--- config.mk ---
export PLATFORM = sky130hd
export DESIGN_NAME = cordic_engine
export DESIGN_NICKNAME = d
export VERILOG_FILES = /design/src/rtl/cordic_pkg.sv /design/src/rtl/cordic_atan_rom.sv /design/src/rtl/cordic_engine.sv
export SDC_FILE = /design/constraint.sdc
export NUM_CORES = 1
export LEC_CHECK = 0
export CAP_MARGIN = 20
export CORE_ASPECT_RATIO = 1.2
export CORE_MARGIN = 2
export CORE_UTILIZATION = 25
export CTS_CLUSTER_SIZE = 30
export DETAILED_ROUTE_END_ITERATION = 8
export PLACE_DENSITY = 0.47
export SYNTH_ARGS = -nofsm -noshare
export SYNTH_HDL_FRONTEND = slang
export SYNTH_SLANG_ARGS = --single-unit
--- constraint.sdc ---
create_clock -name clk_i -period 12.5 [get_ports clk_i]
set_input_delay 2.5 -clock clk_i [delete_from_list [all_inputs] [get_ports clk_i]]
set_output_delay 2.5 -clock clk_i [all_outputs]
set_load 0.01 [all_outputs]
--- src/rtl/cordic_pkg.sv ---
// cordic_pkg
// Shared types and the elaboration-time arctangent table generator for the
// iterative CORDIC engine.
//   mode_e     : ROTATION (drive z to 0) / VECTORING (drive y to 0)
//   state_e    : engine control states
//   atan_entry : round(atan(2^-index) * 2^(width-1) / pi), binary-scaled angle
package cordic_pkg;

    typedef enum logic {
        ROTATION  = 1'b0,
        VECTORING = 1'b1
    } mode_e;

    typedef enum logic [1:0] {
        IDLE = 2'd0,
        RUN  = 2'd1,
        DONE = 2'd2
    } state_e;

    localparam real Pi = 3.14159265358979323846;

    // Only ever called with constant arguments, so it folds away at elaboration.
    function automatic logic [31:0] atan_entry(input int width, input int index);
        real angle;
        angle = $atan(2.0 ** (-index)) * (2.0 ** (width - 1)) / Pi;
        return 32'($rtoi(angle + 0.5));
    endfunction

endpackage

--- src/rtl/cordic_atan_rom.sv ---
// cordic_atan_rom
// Combinational arctangent table indexed by the iteration counter.
//   index : iteration number (entries at or beyond Iterations read as 0)
//   angle : atan(2^-index) in binary-scaled angle units, Width bits
module cordic_atan_rom
    import cordic_pkg::*;
#(
    parameter int Width      = 16,
    parameter int Iterations = 15
) (
    input  logic [$clog2(Iterations+1)-1:0] index,
    output logic [Width-1:0]                angle
);

    localparam int CntW    = $clog2(Iterations + 1);
    localparam int Entries = 2 ** CntW;

    // Padded to a power of two so every index value selects a defined entry.
    logic [Width-1:0] atan_table [Entries];

    for (genvar g = 0; g < Entries; g++) begin : g_entry
        localparam logic [31:0] Entry = (g < Iterations) ? atan_entry(Width, g) : 32'd0;
        assign atan_table[g] = Entry[Width-1:0];
    end

    assign angle = atan_table[index];

endmodule

--- src/rtl/cordic_engine.sv ---
// cordic_engine
// Iterative (one micro-rotation per clock) CORDIC engine, rotation and
// vectoring modes, gain left uncompensated.
//   clk_i, rst_ni     : clock, asynchronous active-low reset
//   start_i, mode_i   : start request and mode (0 rotation, 1 vectoring)
//   x0_i, y0_i, z0_i  : signed initial vector and binary-scaled angle
//   xn_o, yn_o, zn_o  : signed results, updated only on entry to DONE
//   busy_o, done_o    : computation in progress / one-cycle result strobe
//
// state | meaning
// IDLE  | waiting for start_i
// RUN   | cnt < Iterations: one micro-rotation; cnt == Iterations: publish
// DONE  | results valid for one cycle, new start_i accepted here
module cordic_engine
    import cordic_pkg::*;
#(
    parameter int Width      = 16,
    parameter int Iterations = 15
) (
    input  logic                    clk_i,
    input  logic                    rst_ni,
    input  logic                    start_i,
    input  logic                    mode_i,
    input  logic signed [Width-1:0] x0_i,
    input  logic signed [Width-1:0] y0_i,
    input  logic signed [Width-1:0] z0_i,
    output logic signed [Width-1:0] xn_o,
    output logic signed [Width-1:0] yn_o,
    output logic signed [Width-1:0] zn_o,
    output logic                    busy_o,
    output logic                    done_o
);

    localparam int CntW = $clog2(Iterations + 1);
    localparam logic signed [Width-1:0] Quarter = {2'b01, {(Width-2){1'b0}}};

    state_e state, state_next;
    mode_e  mode;

    logic [CntW-1:0] cnt;
    logic signed [Width-1:0] x, y, z;
    logic signed [Width-1:0] x_pre, y_pre, z_pre;
    logic signed [Width-1:0] x_shift, y_shift;
    logic signed [Width-1:0] x_step, y_step, z_step;
    logic signed [Width-1:0] angle;
    logic accept, last, dir;

    assign accept = start_i && (state != RUN);
    assign last   = (cnt == CntW'(Iterations));

    cordic_atan_rom #(
        .Width      (Width),
        .Iterations (Iterations)
    ) u_atan_rom (
        .index (cnt),
        .angle (angle)
    );

    // Quadrant pre-correction brings the problem into the +/- pi/2 range
    // where the micro-rotations converge.
    always_comb begin
        x_pre = x0_i;
        y_pre = y0_i;
        z_pre = z0_i;
        if (mode_e'(mode_i) == ROTATION) begin
            if (z0_i >= Quarter) begin
                x_pre = -y0_i;
                y_pre = x0_i;
                z_pre = z0_i - Quarter;
            end else if (z0_i < -Quarter) begin
                x_pre = y0_i;
                y_pre = -x0_i;
                z_pre = z0_i + Quarter;
            end
        end else if (x0_i[Width-1]) begin
            if (!y0_i[Width-1]) begin
                x_pre = y0_i;
                y_pre = -x0_i;
                z_pre = z0_i + Quarter;
            end else begin
                x_pre = -y0_i;
                y_pre = x0_i;
                z_pre = z0_i - Quarter;
            end
        end
    end

    // Single shared micro-rotation stage.
    always_comb begin
        x_shift = x >>> cnt;
        y_shift = y >>> cnt;
        dir     = (mode == ROTATION) ? ~z[Width-1] : y[Width-1];
        if (dir) begin
            x_step = x - y_shift;
            y_step = y + x_shift;
            z_step = z - angle;
        end else begin
            x_step = x + y_shift;
            y_step = y - x_shift;
            z_step = z + angle;
        end
    end

    always_ff @(posedge clk_i or negedge rst_ni) begin
        if (!rst_ni) begin
            state <= IDLE;
        end else begin
            state <= state_next;
        end
    end

    always_comb begin
        state_next = state;
        case (state)
            IDLE:    if (start_i) state_next = RUN;
            RUN:     if (last)    state_next = DONE;
            DONE:    state_next = start_i ? RUN : IDLE;
            default: state_next = IDLE;
        endcase
    end

    always_comb begin
        busy_o = 1'b0;
        done_o = 1'b0;
        case (state)
            RUN:     busy_o = 1'b1;
            DONE:    done_o = 1'b1;
            default: ;
        endcase
    end

    always_ff @(posedge clk_i or negedge rst_ni) begin
        if (!rst_ni) begin
            cnt  <= '0;
            mode <= ROTATION;
            x    <= '0;
            y    <= '0;
            z    <= '0;
            xn_o <= '0;
            yn_o <= '0;
            zn_o <= '0;
        end else if (accept) begin
            cnt  <= '0;
            mode <= mode_e'(mode_i);
            x    <= x_pre;
            y    <= y_pre;
            z    <= z_pre;
        end else if (state == RUN) begin
            if (last) begin
                xn_o <= x;
                yn_o <= y;
                zn_o <= z;
            end else begin
                cnt <= cnt + CntW'(1);
                x   <= x_step;
                y   <= y_step;
                z   <= z_step;
            end
        end
    end

endmodule
==> results of run 1 <==
## layer usage
metal	up-vias	global-route usage (%)	wire length, um
li1	5219	-	-
met1	5038	23.6	18500
met2	266	27.2	17500
met3	51	1.60	1500
met4	0	6.06	950
met5	-	0	0
## worst register-to-register path: stages, from the launching register on
cell and delay, ps:
dfrtp_2 340, buf_4 490, inv_2 300, ha_1 440, mux4_2 520, and2_1 210
nor2_1 120, xor2_1 170, ha_1 290, a21o_1 190, a21oi_1 260, o21bai_1 130
a2111oi_0 670, o31ai_1 310, a2111o_1 460, a31oi_1 210, xor2_1 210, a21oi_1 90
## worst paths after layout
check,to,slack (ps),cells past startpoint
max,z[14],6960,17
min,xn_o[13],470,2
max reg2reg,z[14],6960,17
min reg2reg,xn_o[13],470,2
max in group asynchronous,cnt[1],9080,2
min in group asynchronous,z[9],2090,1
## area by class of cell
| cell class | count | area [um^2] |
|---|---|---|
| clock buffer | 12 | 246 |
| clock inverter | 4 | 53.8 |
| fill | 4665 | 30900 |
| inverter | 40 | 150 |
| multi-input combinational | 1203 | 7830 |
| sequential | 103 | 2580 |
| tap | 559 | 699 |
| timing repair buffer | 119 | 1130 |
## sequential cells by signal, summed over array words and instances, names as in the netlist
name   cells
x         16
xn_o      16
y         16
yn_o      16
z         16
zn_o      16
cnt        4
state      2
mode       1
## stage by stage
stage	setup WS, ps	instance area [um^2]	util [%]	instances
2_1_floorplan	7500	11000	-	1460
3_3_place_gp	6740	12400	28.4	2023
3_5_place_dp	6650	12400	28.4	2024
4_1_cts	6930	12700	29.1	2040
5_1_grt	6490	12700	29.1	2040
6_report	6960	12700	29.1	2040
## cells by family after synthesis
family / after synthesis / synth area share, %
AND/OR/NAND/NOR: 556 / 22.1
multiplexers: 73 / 9.87
XOR/XNOR: 102 / 8.11
AO/OA/AOI/OAI: 404 / 23.0
adder cells (fa/ha/maj): 68 / 7.93
flip-flops: 103 / 23.4
buffers and inverters: 154 / 5.59
## synthesized netlist by cell type, types with 7 or more instances
library cell | count | share of area (%)
a211oi_1 | 35 | 2.4
a21o_1 | 14 | 0.95
a21oi_1 | 134 | 6.1
a22oi_1 | 12 | 0.82
a31oi_1 | 38 | 2.2
and2_1 | 8 | 0.45
buf_1 | 11 | 0.37
buf_2 | 8 | 0.36
clkbuf_1 | 90 | 3.1
dfrtp_1 | 103 | 23
ha_1 | 65 | 7.4
inv_1 | 38 | 1.3
mux2_2 | 13 | 1.3
mux2i_1 | 31 | 2.8
mux4_2 | 27 | 5.5
nand2_1 | 257 | 8.8
nand2b_1 | 9 | 0.51
nand3_1 | 19 | 0.86
nor2_1 | 149 | 5.1
nor2b_1 | 18 | 1.0
nor3_1 | 40 | 1.8
o211ai_1 | 16 | 1.1
o21a_1 | 7 | 0.48
o21ai_0 | 76 | 3.5
or3_1 | 20 | 1.1
xnor2_1 | 53 | 4.2
xor2_1 | 49 | 3.9
==> summary.md, run 1 <==
| Metric | Value |
|---|---|
| Post-route ant nets | `0` |
| Synthesized area | `roughly 11000 um^2` |
| Worst-Skew Late Latency | `380 ps` |
| CP max stage cell | `a2111oi_0` |
| Post-synthesis cell type count | `80` |
| H-tree levels | `3` |
| Rows | `84` |
| Final min period | `5540 ps` |
| Hold Crit Class | `flop to flop` |
| Relative slew slack | `25.9%` |
| Die Span Y | `234 um` |
| Status | `completed` |
| CP Max Fanout | `a little over 40` |
| Via count | `10.6k` |
| CTS tree | `built` |
| Synth warnings | `0` |
| Diodes inserted | `0` |
| Core region area | `43600 um^2` |
| Data required, critical path | `12760 ps` |
| Mapped Cells | `approximately 1.5k` |
| CP max stage delay | `roughly 670 ps` |
| Nature of the critical path endpoint | `flop` |
| WP data arrival | `5790 ps` |
| Ratio of cells with drive above 1 in the final layout | `6.75%` |
| Setup Buffers After CTS | `0` |
| Global-route wire length before repair | `60400 um` |
| Pin count of the biggest net entering global routing | `68` |
| Worst setup startpoint | `cnt[0]` |
| Top FF cell, synth | `dfrtp_1` |
| Buffers added on ports | `101` |
| CTS max path bufs | `2` |
| Final WL | `38500 um` |
| Synth async-reset ratio | `100%` |
| Die footprint | `45700 um^2` |
| Initial Util | `25.2%` |
| Clock sink total | `103` |
| Fin Clk Skew | `10.6 ps` |
| Total negative slack | `0 ps` |
| Vias in the first global route | `10.2k` |
| DR iter-0 viols | `slightly above 700` |
| Post-Syn Nets | `1580` |
| Fin. max-slew vios | `0` |
| DR DRC count | `0` |
| Final Setup Violations | `0` |
| Mean Syn Cell Area | `7.54 um^2` |
| Number of max-cap violations | `0` |
| Via density per instance | `between 5 and 6` |
| Worst-margin pin slew | `1110 ps` |
| DPL Wire Length | `28200 um` |
| Seq cells post-synth | `103` |
| Initial antenna violation count | `0` |
| RSZ-0062 raised after global routing | `false` |
| CTS resizes | `0` |
| Area Growth Syn to Fin | `15.3%` |
| Sequential share of the synthesized area | `23.4%` |
| Commonest non-fill, non-tap cell in the layout | `nand2_1` |
| 1st-pass router iterations | `5` |
| Clock buffer count from CTS | `9` |
| RR Startpoint | `cnt[0]` |
| Crit-path cells | `buf_4 > inv_2 > ha_1 > mux4_2 > and2_1 > nor2_1 > xor2_1 > ha_1 > a21o_1 > a21oi_1 > o21bai_1 > a2111oi_0 > o31ai_1 > a2111o_1 > a31oi_1 > xor2_1 > a21oi_1` |
| CP startpoint kind | `flop` |
| Total I/O pin count | `102` |
| Buf/Inv on CP | `2` |
| Final Hold Viols | `0` |
| Drt wl/cell | `18.9 um` |
| Post-synth EDFFs | `0` |
| Hold_ws | `~470 ps` |
| Nets | `1596` |
| Most frequent cells in the layout | `255 x nand2_1, 148 x nor2_1, 134 x a21oi_1` |
| Die W | `196 um` |
| Remaining global-route overflow | `0` |
| Hold Buf Count CTS | `0` |
| Crit share post-route | `44.3%` |
| Hold path start | `xn_o[13]` |
| Clock slew at reported path FFs | `80 ps` |
| Max frequency | `0.181 GHz` |
| Global Route Usage Sum | `16.9%` |
| Clock root buffer master | `clkbuf_16` |
| Crit path kind | `flop to flop` |
| Placer Congestion | `0.899` |
| Kind of cell adding the most delay to the critical path | `compound AO/OA/AOI/OAI gates` |
Power of run 1 is not shown: default switching activity piles up to over one toggle a cycle in this logic, so the estimate is an artifact.
==> inputs of run 2 (changes only) <==
- clock period: 12.5 -> 5.1 ns (I/O delays scaled with it)
==> summary.md, run 2 (same netlist as run 1, synthesis figures left out) <==
| Metric | Value |
|---|---|
| Status | `completed` |
| Post-route ant nets | `0 (unchanged)` |
| Rows | `84 (unchanged)` |
| Ratio of cells with drive above 1 in the final layout | `8.67% (+1.9 points)` |
| Total I/O pin count | `102 (unchanged)` |
| Pin count of the biggest net entering global routing | `54 (-21%)` |
| Multi-input gate area | `7830 um^2 (unchanged)` |
| WP data arrival | `4960 ps (-830 ps)` |
| Worst setup startpoint | `cnt[1]` |
| Die W | `196 um (unchanged)` |
| Worst-margin pin slew | `1070 ps (-42.7 ps)` |
| Initial Util | `25.2% (unchanged)` |
| Nets | `1626 (+1.9%)` |
| DR DRC count | `0 (unchanged)` |
| CP max stage delay | `540 ps (-130 ps)` |
| Register area | `2580 um^2 (unchanged)` |
| Via density per instance | `5.16 (-0.43%)` |
| Die Span Y | `234 um (unchanged)` |
| Remaining global-route overflow | `0 (unchanged)` |
| Clock slew at reported path FFs | `80 ps (about the same)` |
| Fin. max-slew vios | `0 (unchanged)` |
| Finished Cell Area | `12900 um^2 (+1.9%)` |
| Number of max-cap violations | `0 (unchanged)` |
| Cell Area, Placed | `12700 um^2 (+2.0%)` |
| FILL cells | `4641 (-0.51%)` |
| Hold path start | `xn_o[11]` |
| Global Route Usage Sum | `16.9% (about the same)` |
| RR Startpoint | `cnt[1]` |
| Max frequency | `0.212 GHz (+17%)` |
| Hold_ws | `475 ps (+2.22 ps)` |
| GR peak layer | `met2` |
| RSZ-0062 raised after global routing | `false` |
| Area Growth Syn to Fin | `17.5%` |
| R2r setup slk | `390 ps (-6580 ps)` |
| Drt wl/cell | `18.6 um (-1.4%)` |
| DPL Wire Length | `29100 um (+3.3%)` |
| GRT met1 Usage | `23.0% (-0.59 points)` |
| Met2 Use GR | `28.0% (+0.84 points)` |
| DR iter-0 viols | `688 (-2.7%)` |
| 1st-pass router iterations | `5 (unchanged)` |
| Data required, critical path | `5350 ps (-7410 ps)` |
| CTS resizes | `0 (unchanged)` |
| Final min period | `4710 ps (-824 ps)` |
| Crit path kind | `flop to flop` |
| H-tree levels | `3 (unchanged)` |
| Die footprint | `45700 um^2 (unchanged)` |
| Fin Clk Skew | `12.7 ps (+2.17 ps)` |
| Worst-Skew Late Latency | `390 ps (about the same)` |
| Initial antenna violation count | `0 (unchanged)` |
| Crit share post-route | `92.4% (+48 points)` |
| CTS tree | `built` |
| Placer Congestion | `0.902 (+0.28%)` |
| Final WL | `38500 um (+0.12%)` |
| Clock buffer count from CTS | `9 (unchanged)` |
| Global routing usage on met3 | `2.19% (+0.59 points)` |
| Nature of the critical path endpoint | `flop` |
| Final Setup Violations | `0 (unchanged)` |
| Via count | `10.7k (+1.1%)` |
| CP Max Fanout | `44 (+7.3%)` |
| Commonest non-fill, non-tap cell in the layout | `nand2_1` |
| Buffers added on ports | `101 (unchanged)` |
| Global-route wire length before repair | `60700 um (+0.45%)` |
| Vias in the first global route | `10.5k (+2.8%)` |
| CP max stage cell | `mux4_2` |
| CP startpoint kind | `flop` |
| Relative slew slack | `28.6% (+2.7 points)` |
| Core region area | `43600 um^2 (unchanged)` |
| Setup WS pre-CTS | `462 ps (-6190 ps)` |
| Most frequent cells in the layout | `255 x nand2_1, 148 x nor2_1, 134 x a21oi_1` |
| Hold Buf Count CTS | `0 (unchanged)` |
| CTS max path bufs | `2 (unchanged)` |
| Clock root buffer master | `clkbuf_16` |
| Setup ws final | `389 ps (-6580 ps)` |
| Setup Buffers After CTS | `0 (unchanged)` |
| Clock sink total | `103 (unchanged)` |
| Final Hold Viols | `0 (unchanged)` |
| Most frequent CP cell | `o21ai_0` |
| Total negative slack | `0 ps (unchanged)` |
| Crit-path cells | `buf_12 > mux4_2 > mux2i_1 > o21ai_0 > inv_1 > ha_1 > nand2_1 > o21ai_0 > ha_1 > a211o_1 > a21oi_1 > o21ai_0 > a21o_1 > a311oi_1 > o21ai_0 > a21oi_1 > mux2i_1 > o211ai_1` |
| Hold Crit Class | `flop to flop` |
[run 2: final timing paths]
kind	endpoint	cells after the start
min reg2reg	xn_o[11]	2
max	y[13]	18
min	xn_o[11]	2
min in group asynchronous	zn_o[7]	1
max reg2reg	y[13]	18
max in group asynchronous	cnt[1]	2
[run 2: routing by layer]
| layer | part of all wire (%) | routed length (um) |
|---|---|---|
| met5 | 0 | 0 |
| met3 | 4.3 | 1650 |
| met1 | 47 | 18200 |
| met4 | 2.1 | 794 |
| met2 | 46 | 17900 |
[run 2: critical path, delay by kind of cell (launching register included)]
kind / cells / cell delay, ps
AO/OA/AOI/OAI: 10 / 2040
adder cells (fa/ha/maj): 2 / 560
AND/OR/NAND/NOR: 1 / 60
buffers and inverters: 2 / 390
flip-flops: 1 / 500
multiplexers: 3 / 1030
[run 2: cell type report]
cell class                      instances  share of cell area [%]
Antenna cell                            1                  0.0193
Tap cell                              559                    5.41
Timing Repair Buffer                  149                    10.7
Clock inverter                          5                   0.310
Inverter                               40                    1.16
Sequential cell                       103                    19.9
Clock buffer                           11                    1.88
Multi-Input combinational cell       1203                    60.6
[run 2: through the flow]
stage	std cells	util [%]
2_1_floorplan	1460	-
4_1_cts	2070	29.7
3_3_place_gp	2053	29.0
6_report	2071	29.7
5_1_grt	2070	29.7
3_5_place_dp	2054	29.0
Power of run 2 is left out for the same reason.
